**src/rtl/atconv_pool_engine_if.sv**
```systemverilog
// Handshake, image ROM and result-bank bus of the atrous-convolution engine.
// The engine drives the master side; ROM, banks and the start source sit on the slave side.
interface atconv_pool_engine_if #(
  parameter int ADDR_W = 12,
  parameter int DATA_W = 13
) ();
  logic                     ready;
  logic                     busy;
  logic                     done;
  logic [ADDR_W-1:0]        iaddr;
  logic signed [DATA_W-1:0] idata;
  logic                     cwr;
  logic [ADDR_W-1:0]        caddr_wr;
  logic signed [DATA_W-1:0] cdata_wr;
  logic                     crd;
  logic [ADDR_W-1:0]        caddr_rd;
  logic signed [DATA_W-1:0] cdata_rd;
  logic                     csel;

  modport master (
    input  ready, idata, cdata_rd,
    output busy, done, iaddr, cwr, caddr_wr, cdata_wr, crd, caddr_rd, csel
  );

  modport slave (
    output ready, idata, cdata_rd,
    input  busy, done, iaddr, cwr, caddr_wr, cdata_wr, crd, caddr_rd, csel
  );
endinterface

```
**src/rtl/atconv_pool_engine.sv**
```systemverilog
// Dilated 3x3 high-pass convolution with bias/ReLU into bank 0, then optional
// 2x2 max-pool with round-up into bank 1.
//
// state  | meaning
// IDLE   | waiting for ready
// CONV   | 11-cycle pass per pixel: 9 tap fetches, accumulate, write bank 0
// POOL   | 6-cycle pass per output: 4 bank-0 reads, running max, write bank 1
// DONE   | one-cycle done pulse, then back to IDLE
module atconv_pool_engine #(
  parameter int IMG_W    = 64,
  parameter int IMG_H    = 64,
  parameter int DATA_W   = 13,
  parameter int FRAC_W   = 4,
  parameter int ADDR_W   = 12,
  parameter int DILATION = 2,
  parameter int BIAS     = -12,
  parameter int POOL_EN  = 1
) (
  input logic clk,
  input logic reset,
  atconv_pool_engine_if.master bus
);
  localparam logic [1:0] S_IDLE = 2'd0;
  localparam logic [1:0] S_CONV = 2'd1;
  localparam logic [1:0] S_POOL = 2'd2;
  localparam logic [1:0] S_DONE = 2'd3;

  localparam int ACC_W = DATA_W + 4;
  localparam int MAX_V = 2**(DATA_W-1) - 1;
  localparam logic signed [ACC_W-1:0] BIAS_A = ACC_W'(BIAS);
  localparam logic signed [ACC_W-1:0] MAX_A  = ACC_W'(MAX_V);
  localparam logic [DATA_W:0] MAX_U = (DATA_W+1)'(MAX_V);
  localparam logic [DATA_W:0] RND_U = (DATA_W+1)'(2**FRAC_W - 1);
  localparam logic [ADDR_W-1:0] CONV_XL = ADDR_W'(IMG_W - 1);
  localparam logic [ADDR_W-1:0] CONV_YL = ADDR_W'(IMG_H - 1);
  localparam logic [ADDR_W-1:0] POOL_XL = ADDR_W'(IMG_W/2 - 1);
  localparam logic [ADDR_W-1:0] POOL_YL = ADDR_W'(IMG_H/2 - 1);

  logic [1:0]               state;
  logic [3:0]               phase;
  logic [ADDR_W-1:0]        x, y, pix;
  logic signed [ACC_W-1:0]  acc;
  logic signed [DATA_W-1:0] mx;

  logic              x_last, y_last;
  logic [ADDR_W-1:0] nx, ny;

  always_comb begin
    x_last = (state == S_POOL) ? (x == POOL_XL) : (x == CONV_XL);
    y_last = (state == S_POOL) ? (y == POOL_YL) : (y == CONV_YL);
    nx     = x_last ? '0 : x + ADDR_W'(1);
    ny     = x_last ? y + ADDR_W'(1) : y;
  end

  // Address of the tap to present next: tap k+1 of this pixel, or tap 0 of the next one.
  logic [ADDR_W-1:0] tx, ty, tap_addr;
  logic [3:0]        tk;
  int                ax, ay;

  always_comb begin
    tx = '0;
    ty = '0;
    tk = '0;
    if (state == S_CONV) begin
      if (phase == 4'd10) begin
        tx = nx;
        ty = ny;
      end else begin
        tx = x;
        ty = y;
        tk = phase + 4'd1;
      end
    end
    ax = int'(tx);
    ay = int'(ty);
    case (tk)
      4'd0, 4'd3, 4'd6: ax = ax - DILATION;
      4'd2, 4'd5, 4'd8: ax = ax + DILATION;
      default: ;
    endcase
    if (tk < 4'd3)      ay = ay - DILATION;
    else if (tk > 4'd5) ay = ay + DILATION;
    if (ax < 0)         ax = 0;
    if (ax > IMG_W - 1) ax = IMG_W - 1;
    if (ay < 0)         ay = 0;
    if (ay > IMG_H - 1) ay = IMG_H - 1;
    tap_addr = ADDR_W'(ay * IMG_W + ax);
  end

  logic [ADDR_W-1:0] qx, qy, rd_addr;
  logic [1:0]        q;

  always_comb begin
    qx = '0;
    qy = '0;
    q  = '0;
    if (state == S_POOL) begin
      if (phase == 4'd5) begin
        qx = nx;
        qy = ny;
      end else begin
        qx = x;
        qy = y;
        q  = 2'(phase + 4'd1);
      end
    end
    rd_addr = ADDR_W'((2*int'(qy) + int'(q[1])) * IMG_W + 2*int'(qx) + int'(q[0]));
  end

  // Tap captured in phase p is tap p-1: centre in phase 5, shifts of 3 / 2 / 4 elsewhere.
  logic signed [ACC_W-1:0]  tap_ext, term, conv_sum;
  logic signed [DATA_W-1:0] conv_res;

  always_comb begin
    tap_ext = {{4{bus.idata[DATA_W-1]}}, bus.idata};
    case (phase)
      4'd5:       term = tap_ext;
      4'd2, 4'd8: term = -(tap_ext >>> 3);
      4'd4, 4'd6: term = -(tap_ext >>> 2);
      default:    term = -(tap_ext >>> 4);
    endcase
    conv_sum = acc + term + BIAS_A;
    if (conv_sum[ACC_W-1])   conv_res = '0;
    else if (conv_sum > MAX_A) conv_res = DATA_W'(MAX_V);
    else                     conv_res = conv_sum[DATA_W-1:0];
  end

  logic signed [DATA_W-1:0] mx_base, rd_max, pool_res;
  logic [DATA_W:0]          rnd_sum, rnd_trunc;

  always_comb begin
    mx_base   = (phase == 4'd1) ? '0 : mx;
    rd_max    = (bus.cdata_rd > mx_base) ? bus.cdata_rd : mx_base;
    rnd_sum   = {1'b0, rd_max} + RND_U;
    rnd_trunc = rnd_sum & ~RND_U;
    pool_res  = (rnd_trunc > MAX_U) ? DATA_W'(MAX_V) : rnd_trunc[DATA_W-1:0];
  end

  always_ff @(posedge clk) begin
    if (reset) begin
      state        <= S_IDLE;
      phase        <= '0;
      x            <= '0;
      y            <= '0;
      pix          <= '0;
      acc          <= '0;
      mx           <= '0;
      bus.busy     <= 1'b0;
      bus.done     <= 1'b0;
      bus.cwr      <= 1'b0;
      bus.crd      <= 1'b0;
      bus.csel     <= 1'b0;
      bus.iaddr    <= '0;
      bus.caddr_wr <= '0;
      bus.caddr_rd <= '0;
      bus.cdata_wr <= '0;
    end else begin
      bus.cwr  <= 1'b0;
      bus.crd  <= 1'b0;
      bus.done <= 1'b0;
      bus.csel <= 1'b0;
      case (state)
        S_IDLE: begin
          if (bus.ready) begin
            state     <= S_CONV;
            bus.busy  <= 1'b1;
            phase     <= '0;
            x         <= '0;
            y         <= '0;
            pix       <= '0;
            bus.iaddr <= tap_addr;
          end
        end
        S_CONV: begin
          phase <= phase + 4'd1;
          if (phase < 4'd8) bus.iaddr <= tap_addr;
          if (phase == 4'd0) acc <= '0;
          else if (phase <= 4'd8) acc <= acc + term;
          if (phase == 4'd9) begin
            bus.cwr      <= 1'b1;
            bus.cdata_wr <= conv_res;
            bus.caddr_wr <= pix;
          end
          if (phase == 4'd10) begin
            phase     <= '0;
            x         <= nx;
            y         <= ny;
            pix       <= pix + ADDR_W'(1);
            bus.iaddr <= tap_addr;
            if (x_last && y_last) begin
              x   <= '0;
              y   <= '0;
              pix <= '0;
              if (POOL_EN != 0) begin
                state        <= S_POOL;
                bus.crd      <= 1'b1;
                bus.caddr_rd <= rd_addr;
              end else begin
                state    <= S_DONE;
                bus.done <= 1'b1;
                bus.busy <= 1'b0;
              end
            end
          end
        end
        S_POOL: begin
          phase <= phase + 4'd1;
          if (phase < 4'd3) begin
            bus.crd      <= 1'b1;
            bus.caddr_rd <= rd_addr;
          end
          if (phase >= 4'd1 && phase <= 4'd4) mx <= rd_max;
          if (phase == 4'd4) begin
            bus.cwr      <= 1'b1;
            bus.csel     <= 1'b1;
            bus.cdata_wr <= pool_res;
            bus.caddr_wr <= pix;
          end
          if (phase == 4'd5) begin
            phase <= '0;
            x     <= nx;
            y     <= ny;
            pix   <= pix + ADDR_W'(1);
            if (x_last && y_last) begin
              state    <= S_DONE;
              bus.done <= 1'b1;
              bus.busy <= 1'b0;
            end else begin
              bus.crd      <= 1'b1;
              bus.caddr_rd <= rd_addr;
            end
          end
        end
        default: state <= S_IDLE;
      endcase
    end
  end
endmodule
```
**src/flat_wrapper.sv**
```systemverilog
// flat-port wrapper written by rule: the top's interface ports become plain ports
module atconv_pool_engine_flat 
#(
  parameter int IMG_W    = 64,
  parameter int IMG_H    = 64,
  parameter int DATA_W   = 13,
  parameter int FRAC_W   = 4,
  parameter int ADDR_W   = 12,
  parameter int DILATION = 2,
  parameter int BIAS     = -12,
  parameter int POOL_EN  = 1
)
  (clk, reset, bus_ready, bus_idata, bus_cdata_rd, bus_busy, bus_done, bus_iaddr, bus_cwr, bus_caddr_wr, bus_cdata_wr, bus_crd, bus_caddr_rd, bus_csel);
  atconv_pool_engine_if #(.ADDR_W(ADDR_W), .DATA_W(DATA_W)) bus_i ();
  input logic clk;
  input logic reset;
  input wire logic [$bits(bus_i.ready)-1:0] bus_ready;
  input wire logic [$bits(bus_i.idata)-1:0] bus_idata;
  input wire logic [$bits(bus_i.cdata_rd)-1:0] bus_cdata_rd;
  output wire logic [$bits(bus_i.busy)-1:0] bus_busy;
  output wire logic [$bits(bus_i.done)-1:0] bus_done;
  output wire logic [$bits(bus_i.iaddr)-1:0] bus_iaddr;
  output wire logic [$bits(bus_i.cwr)-1:0] bus_cwr;
  output wire logic [$bits(bus_i.caddr_wr)-1:0] bus_caddr_wr;
  output wire logic [$bits(bus_i.cdata_wr)-1:0] bus_cdata_wr;
  output wire logic [$bits(bus_i.crd)-1:0] bus_crd;
  output wire logic [$bits(bus_i.caddr_rd)-1:0] bus_caddr_rd;
  output wire logic [$bits(bus_i.csel)-1:0] bus_csel;
  assign bus_i.ready = bus_ready;
  assign bus_i.idata = bus_idata;
  assign bus_i.cdata_rd = bus_cdata_rd;
  assign bus_busy = bus_i.busy;
  assign bus_done = bus_i.done;
  assign bus_iaddr = bus_i.iaddr;
  assign bus_cwr = bus_i.cwr;
  assign bus_caddr_wr = bus_i.caddr_wr;
  assign bus_cdata_wr = bus_i.cdata_wr;
  assign bus_crd = bus_i.crd;
  assign bus_caddr_rd = bus_i.caddr_rd;
  assign bus_csel = bus_i.csel;
  atconv_pool_engine #(.IMG_W(IMG_W), .IMG_H(IMG_H), .DATA_W(DATA_W), .FRAC_W(FRAC_W), .ADDR_W(ADDR_W), .DILATION(DILATION), .BIAS(BIAS), .POOL_EN(POOL_EN)) u_core (.clk(clk), .reset(reset), .bus(bus_i));
endmodule
```
**config.mk**
```make
export PLATFORM = sky130hd
export DESIGN_NAME = atconv_pool_engine_flat
export DESIGN_NICKNAME = d
export VERILOG_FILES = /design/src/rtl/atconv_pool_engine_if.sv /design/src/rtl/atconv_pool_engine.sv /design/src/flat_wrapper.sv
export SDC_FILE = /design/constraint.sdc
export NUM_CORES = 1
export LEC_CHECK = 0
export CAP_MARGIN = 20
export CELL_PAD_IN_SITES_DETAIL_PLACEMENT = 1
export CELL_PAD_IN_SITES_GLOBAL_PLACEMENT = 1
export CORE_UTILIZATION = 48
export DETAILED_ROUTE_END_ITERATION = 6
export GPL_TIMING_DRIVEN = 0
export PLACE_DENSITY_LB_ADDON = 0.1
export SYNTH_ARGS = -nofsm -noshare
export SYNTH_HDL_FRONTEND = slang
export SYNTH_SLANG_ARGS = --single-unit
```
**constraint.sdc**
```tcl
create_clock -name clk -period 8.2 [get_ports clk]
set_input_delay 0.82 -clock clk [delete_from_list [all_inputs] [get_ports clk]]
set_output_delay 0.82 -clock clk [all_outputs]
set_load 0.02 [all_outputs]
```
==> qor.log, run 1 <==
[pwr] fraction of power consumed by sequential logic 28.0%
[route] Post-Route WL 39,700 microns
[setup_path] kind of end point of the critical path flop
[status] violated checks DRC
[clocking] CTS max path bufs 2
[synth] synth unique cells 91
[place] post-placement cell area 0.0119 sq mm
[global_route] wire length of the first global-routing pass 63,900 microns
[setup_path] largest fanout of any net on the critical path 10
[die] floorplan die area 0.0231 sq mm
[clocking] clock tree root buffer cell clkbuf_16
[job] max_cap viols 0
[synth] flops & latches, synth 126
[die] number of placement rows 54
[route] number of vias in the routed layout 11,797
[synth] Post-synth EDFFs 0
[synth] synthesized cell area 0.0108 sq mm
[setup_path] cell with the most instances on the worst path clkbuf_1
[setup_path] crit path cell chain clkbuf_1 > clkbuf_1 > nand2b_1 > nor2_1 > clkbuf_1 > buf_1 > a222oi_1 > nand2_1 > ha_1 > a21o_1 > a21oi_1 > o21ai_0 > a2111oi_0 > or4_1 > o211ai_1 > or3b_2 > a211oi_1 > o21ai_0 > clkbuf_1 > o21ai_0 > a211oi_1
[place] minimum setup slack after placement 0.892 ns
[die] area inside the core boundary 0.0219 sq mm
[clocking] total clock sinks 126
[route] vias per cell 6.28
[pwr] leakage power of the design 0.00472 uW
[setup_path] required time of the worst setup path 8.48 ns
[global_route] largest net degree at the start of global routing 17
[synth] Mapped Avg Cell Area 7.25 sq um
[sta] slew margin rel. 23.9%
[pwr] Comb power frac 39.2%
[place] RD Place Congestion 0.922
[setup_path] start-to-end type of the worst setup path flop to flop
[place] HPWL after DPL 29,300 microns
[layout] total area of sequential cells 0.00252 sq mm
[layout] multi-input gate area in the final layout 0.00769 sq mm
[setup_path] slowest cell on the critical path a2111oi_0
[sta] number of failing hold endpoints at the final stage 0
[die] # IOs 83
[clocking] clock-pin transition on the worst setup and hold timing paths 0.06 ns
[clocking] number of hold buffers added after cts 0
[clocking] clock tree from TritonCTS yes
[sta] highest attainable clock frequency 0.140 GHz
[clocking] number of buffers added by the clock tree synthesis step 17
[layout] utilization after layout 57.2%
[route] number of detailed-routing iterations run before antenna repair 7
[layout] commonest non-fill, non-tap cell in the layout nor2_1
[die] x dimension of the die 152 microns
[pwr] Net Sw Power 1060 uW
[setup_path] kind of cell adding the most delay to the critical path compound AO/OA/AOI/OAI gates
[die] Initial Utilization 49.2%
[pwr] Power per Cell Area 204 mW/mm^2
[synth] Post-synth ARST share 0%
[global_route] GRT Overall Usage 34.1%
[synth] number of instances in the synthesized netlist 1,487
[route] Iter 0 DRT Violations 884
[route] DRT antenna net count 0
[sta] sum of negative setup slack 0 ns
[global_route] GRT Residual Overflow 0
[layout] area added between synthesis and finish 16.1%
[clocking] post-CTS repair timing setup buffer count 0
[sta] unrepaired setup endpoints after global routing false
[sta] final worst path period need 7.14 ns
[pwr] net switching share of the total power 41.5%
[layout] final-layout fill cell count 2,864
[layout] Diodes inserted 0
[sta] final worst-path setup slack 1.06 ns
[sta] portion of the clock cycle consumed by the worst path in the final layout 87.1%
[sta] number of setup violations in the final report 0
[synth] sequential cell area fraction in the yosys report 23.4%
[sta] Post-Route Hold Slack 0.472 ns
[layout] share of cells above drive strength 1 5.01%
[layout] area of all placed cells without fillers 0.0125 sq mm
[synth] Most used DFF post-synth dfxtp_1
[sta] skew final 0.00932 ns
[global_route] number of global-route vias before repair 11,898
[sta] count of pins over their slew limit 0
[status] run status finished with violations
[route] number of design rule violations left after detail routing 4
[die] height of the chip 152 microns
[setup_path] data arrival time of the worst path 7.42 ns
[setup_path] startpoint class of the critical path flop
[pwr] worst IR drop on VDD 0.143 mV
[clocking] clock latency of the later-clocked register in the worst-skew pair 0.44 ns
[synth] number of warnings issued by yosys 0
[sta] slew of the pin with the lowest slew margin 1.13 ns
[setup_path] Worst path max stage delay 0.78 ns
[clocking] number of levels in the clock H-tree 4
[clocking] total of cells resized after clock tree synthesis 0
[global_route] initial antenna violation count 0
[route] wire length per cell after detailed routing 21.2 microns
[setup_path] crit path buf inv count 5
[pwr] Internal Pwr Total 1490 uW
[place] Port Buffer Count 74
[pwr] clock share of power 32.7%
[layout] commonest cells after routing, fill and taps aside 212 x nor2_1, 152 x nand2_1, 126 x dfxtp_1
[layout] # nets final 1,672
[min_path] Worst Hold Class flop to flop
metrics by stage:
step                std cells  total power (uW)
finish                   1878              2550
global route             1878              2650
CTS                      1877              2540
detailed placement       1845              1700
global placement         1845              1670
floorplan                1491              1330
final timing paths:
path                         from                      to  slack, ns  cells after the start
setup / recovery  u_core.phase[2]  u_core.bus.cdata_wr[6]       1.06                     21
hold / removal     u_core.acc[15]          u_core.acc[15]       0.47                      2
setup reg to reg  u_core.phase[2]  u_core.bus.cdata_wr[6]       1.06                     21
hold reg to reg    u_core.acc[15]          u_core.acc[15]       0.47                      2
layout make-up:
| type | count | area share [%] |
|---|---|---|
| well taps | 280 | 2.80 |
| clock buffers | 18 | 3.51 |
| clock inverters | 14 | 1.46 |
| repair buffers | 75 | 5.98 |
| inverters | 42 | 1.26 |
| flip-flops and latches | 126 | 20.2 |
| multi-input cells | 1221 | 61.5 |
| plain buffers | 102 | 3.38 |
registers in the layout, summed over array words and instances (netlist names), 2 cells and up:
name and cells:
u_core.bus.iaddr 12, u_core.bus.cdata_wr 13, u_core.phase 4, u_core.bus.caddr_wr 12, u_core.y 12, u_core.acc 17, u_core.pix 12, u_core.bus.caddr_rd 12
u_core.state 2, u_core.x 12, u_core.mx 13
routing by layer:
metal  up-vias  routed length [microns]  GRT usage [%]
met3        87                     2600           6.16
met4         0                     1130           12.5
met2       380                    18400           54.9
met1      5754                    17700           45.3
met5         -                        0              0
li1       5576                        -              -
worst min-delay path: stages, from the launching register on:
cell     delay [ns]
dfxtp_1        0.32
nand2_1        0.05
a21oi_1        0.05
cells in the mapped netlist, types with 17 or more instances:
cell type	count	area share, %
nor2_1	212	7.4
nand2_1	152	5.3
dfxtp_1	126	23
a21oi_1	109	5.1
o21ai_0	88	4.1
clkbuf_1	79	2.8
ha_1	55	6.4
xor2_1	50	4.1
nand3_1	44	2.0
inv_1	41	1.4
xnor2_1	41	3.3
nor3_1	32	1.5
a22oi_1	28	2.0
mux2i_1	28	2.6
a21o_1	27	1.9
a31oi_1	27	1.6
a211oi_1	25	1.7
nor4_1	23	1.3
nand2b_1	19	1.1
nand4_1	18	1.0
and2_1	17	0.99
power groups by stage:
stage          Sequential, uW  Clock [uW]  Combinational [uW]
2_1_floorplan             775           0                 560
5_1_grt                   721         864                1070
3_3_place_gp              724           0                 946
3_5_place_dp              728           0                 971
4_1_cts                   714         834                 987
6_report                  715         834                 999
logic make-up (layout without fill, tap and decap cells):
family | after synthesis | after routing | share of synthesized area [%]
and+or+nand+nor | 613 | 613 | 27.7
AOI/OAI and AO/OA | 418 | 418 | 25.7
buffers and inverters | 144 | 251 | 5.39
DFF | 126 | 126 | 23.4
xor gates and xnor gates | 92 | 92 | 7.61
adders and majority gates | 58 | 58 | 6.94
muxes | 34 | 34 | 3.23
other | 2 | 6 | 0.0697
(Power assumes the default switching activity.)
==> inputs of run 2 (changes only) <==
- CORE_UTILIZATION: 48 -> 44
- RECOVER_POWER: unset -> 25
- clock period: 8.2 -> 7.1 ns (I/O delays scaled with it)
==> run 2 against run 1 <==
  * The run now ends clean
  * Largest power group unchanged
  * Flip-flop and latch count unchanged
  * Clock-buffer cell count decreased by 1
  * Core utilization fell by 4.4 points
  * Register-to-register slack worse by 0.65 ns
  * Worst setup slack worse by 0.65 ns
  * Cell area up 0.18%
  * Sequential power grew 15%
  * Global-route usage fell by 1.8 points
  * Non-clock buffer count fell by 1
  * Critical path type unchanged
  * Largest cell class unchanged
  * Die area rose by 9.0%
  * Worst hold slack worse by 0.0032 ns
==> qor.log, run 2 (synthesis gave the netlist of run 1 again) <==
[status] run status complete, no violations
[layout] commonest non-fill, non-tap cell in the layout nor2_1
[clocking] clock-pin transition on the worst setup and hold timing paths 0.07 ns
[clocking] clock tree root buffer cell clkbuf_16
[die] number of placement rows 56
[sta] count of pins over their slew limit 0
[route] Iter 0 DRT Violations 808
[die] height of the chip 159 microns
[setup_path] start-to-end type of the worst setup path flop to flop
[place] HPWL after DPL 29,600 microns
[min_path] Min-Delay Endpoint u_core.acc[14]
[pwr] Power per Cell Area 228 mW/mm^2
[pwr] worst IR drop on VDD 0.115 mV
[clocking] CTS max path bufs 2
[layout] number of cells in the finished layout apart from fillers 1,917
[clocking] number of hold buffers added after cts 0
[die] Initial Utilization 45.4%
[sta] highest attainable clock frequency 0.150 GHz
[route] wire length per cell after detailed routing 20.5 microns
[layout] share of cells above drive strength 1 5.32%
[setup_path] required time of the worst setup path 7.37 ns
[pwr] leakage power of the design 0.00485 uW
[sta] number of setup violations in the final report 0
[setup_path] register-to-register setup slack 0.41 ns
[clocking] total clock sinks 126
[route] Post-Route WL 39,300 microns
[clocking] number of buffers added by the clock tree synthesis step 17
[min_path] number of cells on the worst hold path 2
[global_route] GRT Residual Overflow 0
[setup_path] startpoint class of the critical path flop
[sta] final worst path period need 6.69 ns
[pwr] Total Power Consumption 2850 uW
[sta] slew of the pin with the lowest slew margin 1.17 ns
[place] Port Buffer Count 74
[setup_path] kind of cell adding the most delay to the critical path compound AO/OA/AOI/OAI gates
[setup_path] reg-to-reg critical path startpoint u_core.phase[3]
[route] DRT antenna net count 0
[global_route] GRT Overall Usage 32.2%
[sta] skew final 0.0152 ns
[layout] max FFs per register 17
[setup_path] cell with the most instances on the worst path clkbuf_1
[die] x dimension of the die 159 microns
[clocking] number of levels in the clock H-tree 4
[setup_path] crit path buf inv count 6
[layout] commonest cells after routing, fill and taps aside 212 x nor2_1, 152 x nand2_1, 126 x dfxtp_1
[layout] area added between synthesis and finish 16.3%
[global_route] number of global-route vias before repair 11,653
[sta] number of failing hold endpoints at the final stage 0
[sta] unrepaired setup endpoints after global routing false
[route] number of detailed-routing iterations run before antenna repair 5
[layout] final-layout fill cell count 3,066
[setup_path] kind of end point of the critical path flop
[sta] slew margin rel. 21.1%
[sta] portion of the clock cycle consumed by the worst path in the final layout 94.2%
[place] count of placed standard cells including taps 1,884
[die] floorplan die area 0.0251 sq mm
[die] area inside the core boundary 0.0238 sq mm
[setup_path] crit path cell chain buf_1 > nand2b_1 > nand2b_1 > clkbuf_1 > clkbuf_1 > o21ai_0 > a222oi_1 > nand2_1 > ha_1 > clkbuf_1 > inv_1 > nor3_1 > o31a_1 > o2111a_1 > o31ai_1 > and2_1 > or3b_2 > a211oi_1 > o21ai_0 > clkbuf_1 > o21ai_0 > a211oi_1
[die] # IOs 83
[job] max_cap viols 0
[clocking] clock latency of the later-clocked register in the worst-skew pair 0.43 ns
[setup_path] data arrival time of the worst path 6.95 ns
[setup_path] capture point of the worst reg-to-reg path u_core.bus.cdata_wr[6]
[layout] Most flops, register u_core.acc
[route] number of vias in the routed layout 11,699
[min_path] Worst Hold Class flop to flop
[layout] # nets final 1,671
[clocking] clock tree from TritonCTS yes
[setup_path] slowest cell on the critical path clkbuf_1
[global_route] wire length of the first global-routing pass 62,800 microns
[setup_path] largest fanout of any net on the critical path 10
[place] RD Place Congestion 0.909
[min_path] worst min-delay path startpoint u_core.acc[14]
[global_route] initial antenna violation count 1
[route] vias per cell 6.10
[layout] largest registers u_core.acc x17, u_core.bus.cdata_wr x13, u_core.mx x13
[route] number of design rule violations left after detail routing 0
[global_route] largest net degree at the start of global routing 17
[setup_path] Worst path max stage delay 0.54 ns
[setup_path] Reg2Reg Depth 22
## run 2: changes by cell type in the layout (fill, tap and decap cells not counted), moves of 2 or more
cell	delta
clkdlybuf4s50_1	-45
dlygate4sd3_1	+45
bufinv_16	-2
clkinv_4	+2
clkbuf_1	-2
clkbuf_2	+2
clkinvlp_4	+2
clkinv_2	-2
## run 2: worst max path at each step
stage,from,endpoint,slack [ns],depth (start not counted)
final,u_core.phase[3],u_core.bus.cdata_wr[6],0.41,22
after global routing,bus_idata[4],u_core.bus.cdata_wr[6],0.09,22
after CTS,u_core.phase[2],u_core.bus.cdata_wr[6],0.13,21
after detailed placement,bus_idata[4],u_core.bus.cdata_wr[8],-0.008,21
after global placement,bus_idata[4],u_core.bus.cdata_wr[8],0.03,21
after floorplan,bus_idata[5],u_core.bus.cdata_wr[0],1.50,21
## run 2: worst register-to-register path: cells and delay by family (launching register included)
kind / cells / cell delay (ns)
compound gates: 9 / 2.48
buf+inv: 6 / 2.00
simple gates: 6 / 1.41
flops: 1 / 0.37
fa+ha+maj: 1 / 0.31
## run 2: area by class of cell
type	count	area, sq um	share of cell area [%]
Clock buffer	17	425	3.39
Sequential cell	126	2520	20.1
Timing Repair Buffer	75	746	5.95
Multi-Input combinational cell	1221	7710	61.5
Buffer	101	422	3.36
Tap cell	319	399	3.18
Antenna cell	1	2.50	0.0200
Clock inverter	15	154	1.23
Inverter	42	158	1.26
## run 2: metal layers
layer	track usage, %	vias up	part of all wire [%]
met2	52.7	355	46
li1	-	5566	-
met3	5.33	65	6.4
met4	10.8	0	2.3
met1	42.7	5713	45
met5	0	-	0
## run 2: stage by stage
stage | TNS (ns) | utilization [%] | hold slack [ns] | instance area, sq um | setup WS, ns
after global routing | 0 | 52.8 | 0.490 | 12500 | 0.0886
after floorplan | 0 | - | 0.436 | 10800 | 1.50
after detailed placement | -0.00760 | 50.2 | 0.462 | 11900 | -0.00760
after global placement | 0 | 50.2 | 0.449 | 11900 | 0.0291
final | 0 | 52.8 | 0.469 | 12500 | 0.413
after CTS | 0 | 52.7 | 0.471 | 12500 | 0.132
## run 2: where the power goes
| part | switching (uW) | internal (uW) | leakage, uW | total [uW] |
|---|---|---|---|---|
| Combinational | 778 | 360 | 0.00355 | 1140 |
| Clock | 398 | 493 | 0.000275 | 892 |
| Sequential | 48.2 | 776 | 0.00102 | 824 |
## run 2: timing repair
item                                    CTS  global route
endpoints found under the setup margin    0            12
gates resized for setup                   0             9
buffers inserted                          0             0
==> inputs of run 3 (changes only) <==
- CAP_MARGIN: 20 -> 0
==> run 3 against run 2 <==
  * Cell area about the same
  * Global-route usage is the same
  * First-iteration DRC count is 6.6% lower
  * Critical endpoint unchanged
==> qor.log, run 3 (synthesis gave the netlist of run 1 again) <==
[die] number of placement rows 56
[place] RD Place Congestion 0.909
[setup_path] crit path cell chain buf_1 > nand2b_1 > nand2b_1 > clkbuf_1 > clkbuf_1 > o21ai_0 > a222oi_1 > nand2_1 > ha_1 > clkbuf_1 > inv_1 > nor3_1 > o31a_1 > o2111a_1 > o31ai_1 > and2_1 > or3b_2 > a211oi_1 > o21ai_0 > clkbuf_1 > o21ai_0 > a211oi_1
[pwr] Comb power frac 39.9%
[setup_path] kind of end point of the critical path flop
[route] number of detailed-routing iterations run before antenna repair 5
[sta] skew final 0.0140 ns
[layout] total area of sequential cells 0.00252 sq mm
[route] number of design rule violations left after detail routing 0
[global_route] number of global-route vias before repair 11,653
[global_route] GRT Residual Overflow 0
[die] Initial Utilization 45.4%
[pwr] Internal Pwr Total 1630 uW
[pwr] leakage power of the design 0.00484 uW
[layout] commonest non-fill, non-tap cell in the layout nor2_1
[sta] final worst path period need 6.70 ns
[clocking] clock-pin transition on the worst setup and hold timing paths 0.07 ns
[global_route] largest net degree at the start of global routing 17
[setup_path] reg-to-reg critical path startpoint u_core.phase[3]
[sta] portion of the clock cycle consumed by the worst path in the final layout 94.3%
[global_route] initial antenna violation count 1
[route] Post-Route WL 39,300 microns
[setup_path] register-to-register setup slack 0.40 ns
[route] DRT antenna net count 0
[sta] number of failing hold endpoints at the final stage 0
[min_path] Worst Hold Class flop to flop
[layout] max FFs per register 17
[clocking] clock tree from TritonCTS yes
[layout] area added between synthesis and finish 16.3%
[pwr] net switching share of the total power 43.0%
[setup_path] data arrival time of the worst path 6.97 ns
[setup_path] startpoint class of the critical path flop
[die] height of the chip 159 microns
[layout] # nets final 1,670
[pwr] Net Sw Power 1230 uW
[layout] multi-input gate area in the final layout 0.00771 sq mm
[die] area inside the core boundary 0.0238 sq mm
[setup_path] largest fanout of any net on the critical path 10
[route] Iter 0 DRT Violations 755
[layout] share of cells above drive strength 1 5.26%
[route] vias per cell 6.11
[route] wire length per cell after detailed routing 20.5 microns
[setup_path] Worst path max stage delay 0.54 ns
[pwr] fraction of power consumed by sequential logic 28.8%
[sta] final worst-path setup slack 0.405 ns
[sta] slew of the pin with the lowest slew margin 1.21 ns
[clocking] number of hold buffers added after cts 0
[setup_path] slowest cell on the critical path clkbuf_1
[place] count of placed standard cells including taps 1,884
[sta] unrepaired setup endpoints after global routing false
[clocking] total clock sinks 126
[setup_path] required time of the worst setup path 7.37 ns
[route] number of vias in the routed layout 11,710
[setup_path] crit path buf inv count 6
[place] Port Buffer Count 74
[pwr] worst IR drop on VDD 0.116 mV
[clocking] number of levels in the clock H-tree 4
[sta] slew margin rel. 18.6%
[clocking] CTS max path bufs 2
[layout] final-layout fill cell count 3,066
[setup_path] cell with the most instances on the worst path clkbuf_1
[die] floorplan die area 0.0251 sq mm
[setup_path] start-to-end type of the worst setup path flop to flop
[sta] number of setup violations in the final report 0
[clocking] number of buffers added by the clock tree synthesis step 17
[status] run status complete, no violations
[place] HPWL after DPL 29,600 microns
[place] minimum setup slack after placement -0.00760 ns
[clocking] post-CTS repair timing setup buffer count 0
[clocking] clock latency of the later-clocked register in the worst-skew pair 0.43 ns
[die] x dimension of the die 159 microns
[sta] highest attainable clock frequency 0.149 GHz
[pwr] clock share of power 31.3%
[layout] number of cells in the finished layout apart from fillers 1,916
[clocking] clock tree root buffer cell clkbuf_16
[sta] count of pins over their slew limit 0
[global_route] wire length of the first global-routing pass 62,800 microns
[layout] largest registers u_core.acc x17, u_core.bus.cdata_wr x13, u_core.mx x13
[layout] commonest cells after routing, fill and taps aside 212 x nor2_1, 152 x nand2_1, 126 x dfxtp_1
[setup_path] kind of cell adding the most delay to the critical path compound AO/OA/AOI/OAI gates
[min_path] worst min-delay path startpoint u_core.acc[14]
[setup_path] start point of the critical path u_core.phase[3]
[job] max_cap viols 0
[global_route] GRT Overall Usage 32.2%
[layout] Most flops, register u_core.acc
[die] # IOs 83
[pwr] Power per Cell Area 228 mW/mm^2
==> run 3: cell types whose count changed in the layout (fill, tap and decap cells not counted), sizes merged <==
cell / change
buf: -1
==> run 3: path summary, 6_finish.rpt <==
| check | end | cells past startpoint |
|---|---|---|
| max | u_core.bus.cdata_wr[6] | 22 |
| max reg2reg | u_core.bus.cdata_wr[6] | 22 |
| min | u_core.acc[14] | 2 |
| min reg2reg | u_core.acc[14] | 2 |
==> run 3: stage by stage <==
step / total power [uW] / util [%] / instance area [sq um] / hold WS [ns] / setup TNS, ns
after floorplan: 1540 / - / 10800 / 0.436 / 0
after global placement: 1940 / 50.2 / 11900 / 0.449 / 0
after detailed placement: 1970 / 50.2 / 11900 / 0.462 / -0.00760
after CTS: 2860 / 52.7 / 12500 / 0.471 / 0
after global routing: 2980 / 52.7 / 12500 / 0.490 / 0
final: 2860 / 52.8 / 12500 / 0.469 / 0
==> run 3: final cells by class <==
type | count | area share (%)
Sequential cell | 126 | 20.1
Antenna cell | 1 | 0.0200
Buffer | 101 | 3.36
Timing Repair Buffer | 74 | 5.91
Clock buffer | 17 | 3.39
Tap cell | 319 | 3.18
Multi-Input combinational cell | 1221 | 61.5
Inverter | 42 | 1.26
Clock inverter | 15 | 1.23
==> run 3: what timing repair did <==
action | in CTS | in global routing
resized for setup | 0 | 9
hold endpoints to repair | 0 | 0
setup endpoints to repair | 0 | 12
==> run 3: power by group through the flow <==
stage / Combinational (uW) / Clock, uW / Sequential (uW)
2_1_floorplan: 646 / 0 / 895
3_3_place_gp: 1100 / 0 / 838
3_5_place_dp: 1120 / 0 / 841
4_1_cts: 1140 / 896 / 826
5_1_grt: 1230 / 922 / 831
6_report: 1140 / 895 / 824
==> run 3: layer usage <==
metal  vias to the layer above  routed length [microns]  GRT usage (%)
met5                         -                        0              0
met4                         0                     1040           10.8
met3                        76                     2270           5.33
met2                       344                    18000           52.7
met1                      5719                    18100           42.7
li1                       5571                        -              -
==> run 3: worst register-to-register path, cell delays in order (launching register included) <==
cell and delay [ns]:
dfxtp_1 0.37, buf_1 0.43, nand2b_1 0.26, nand2b_1 0.12, clkbuf_1 0.44, clkbuf_1 0.54
o21ai_0 0.20, a222oi_1 0.33, nand2_1 0.14, ha_1 0.31, clkbuf_1 0.19, inv_1 0.14
nor3_1 0.09, o31a_1 0.32, o2111a_1 0.29, o31ai_1 0.51, and2_1 0.33, or3b_2 0.46
a211oi_1 0.23, o21ai_0 0.16, clkbuf_1 0.24, o21ai_0 0.30, a211oi_1 0.14
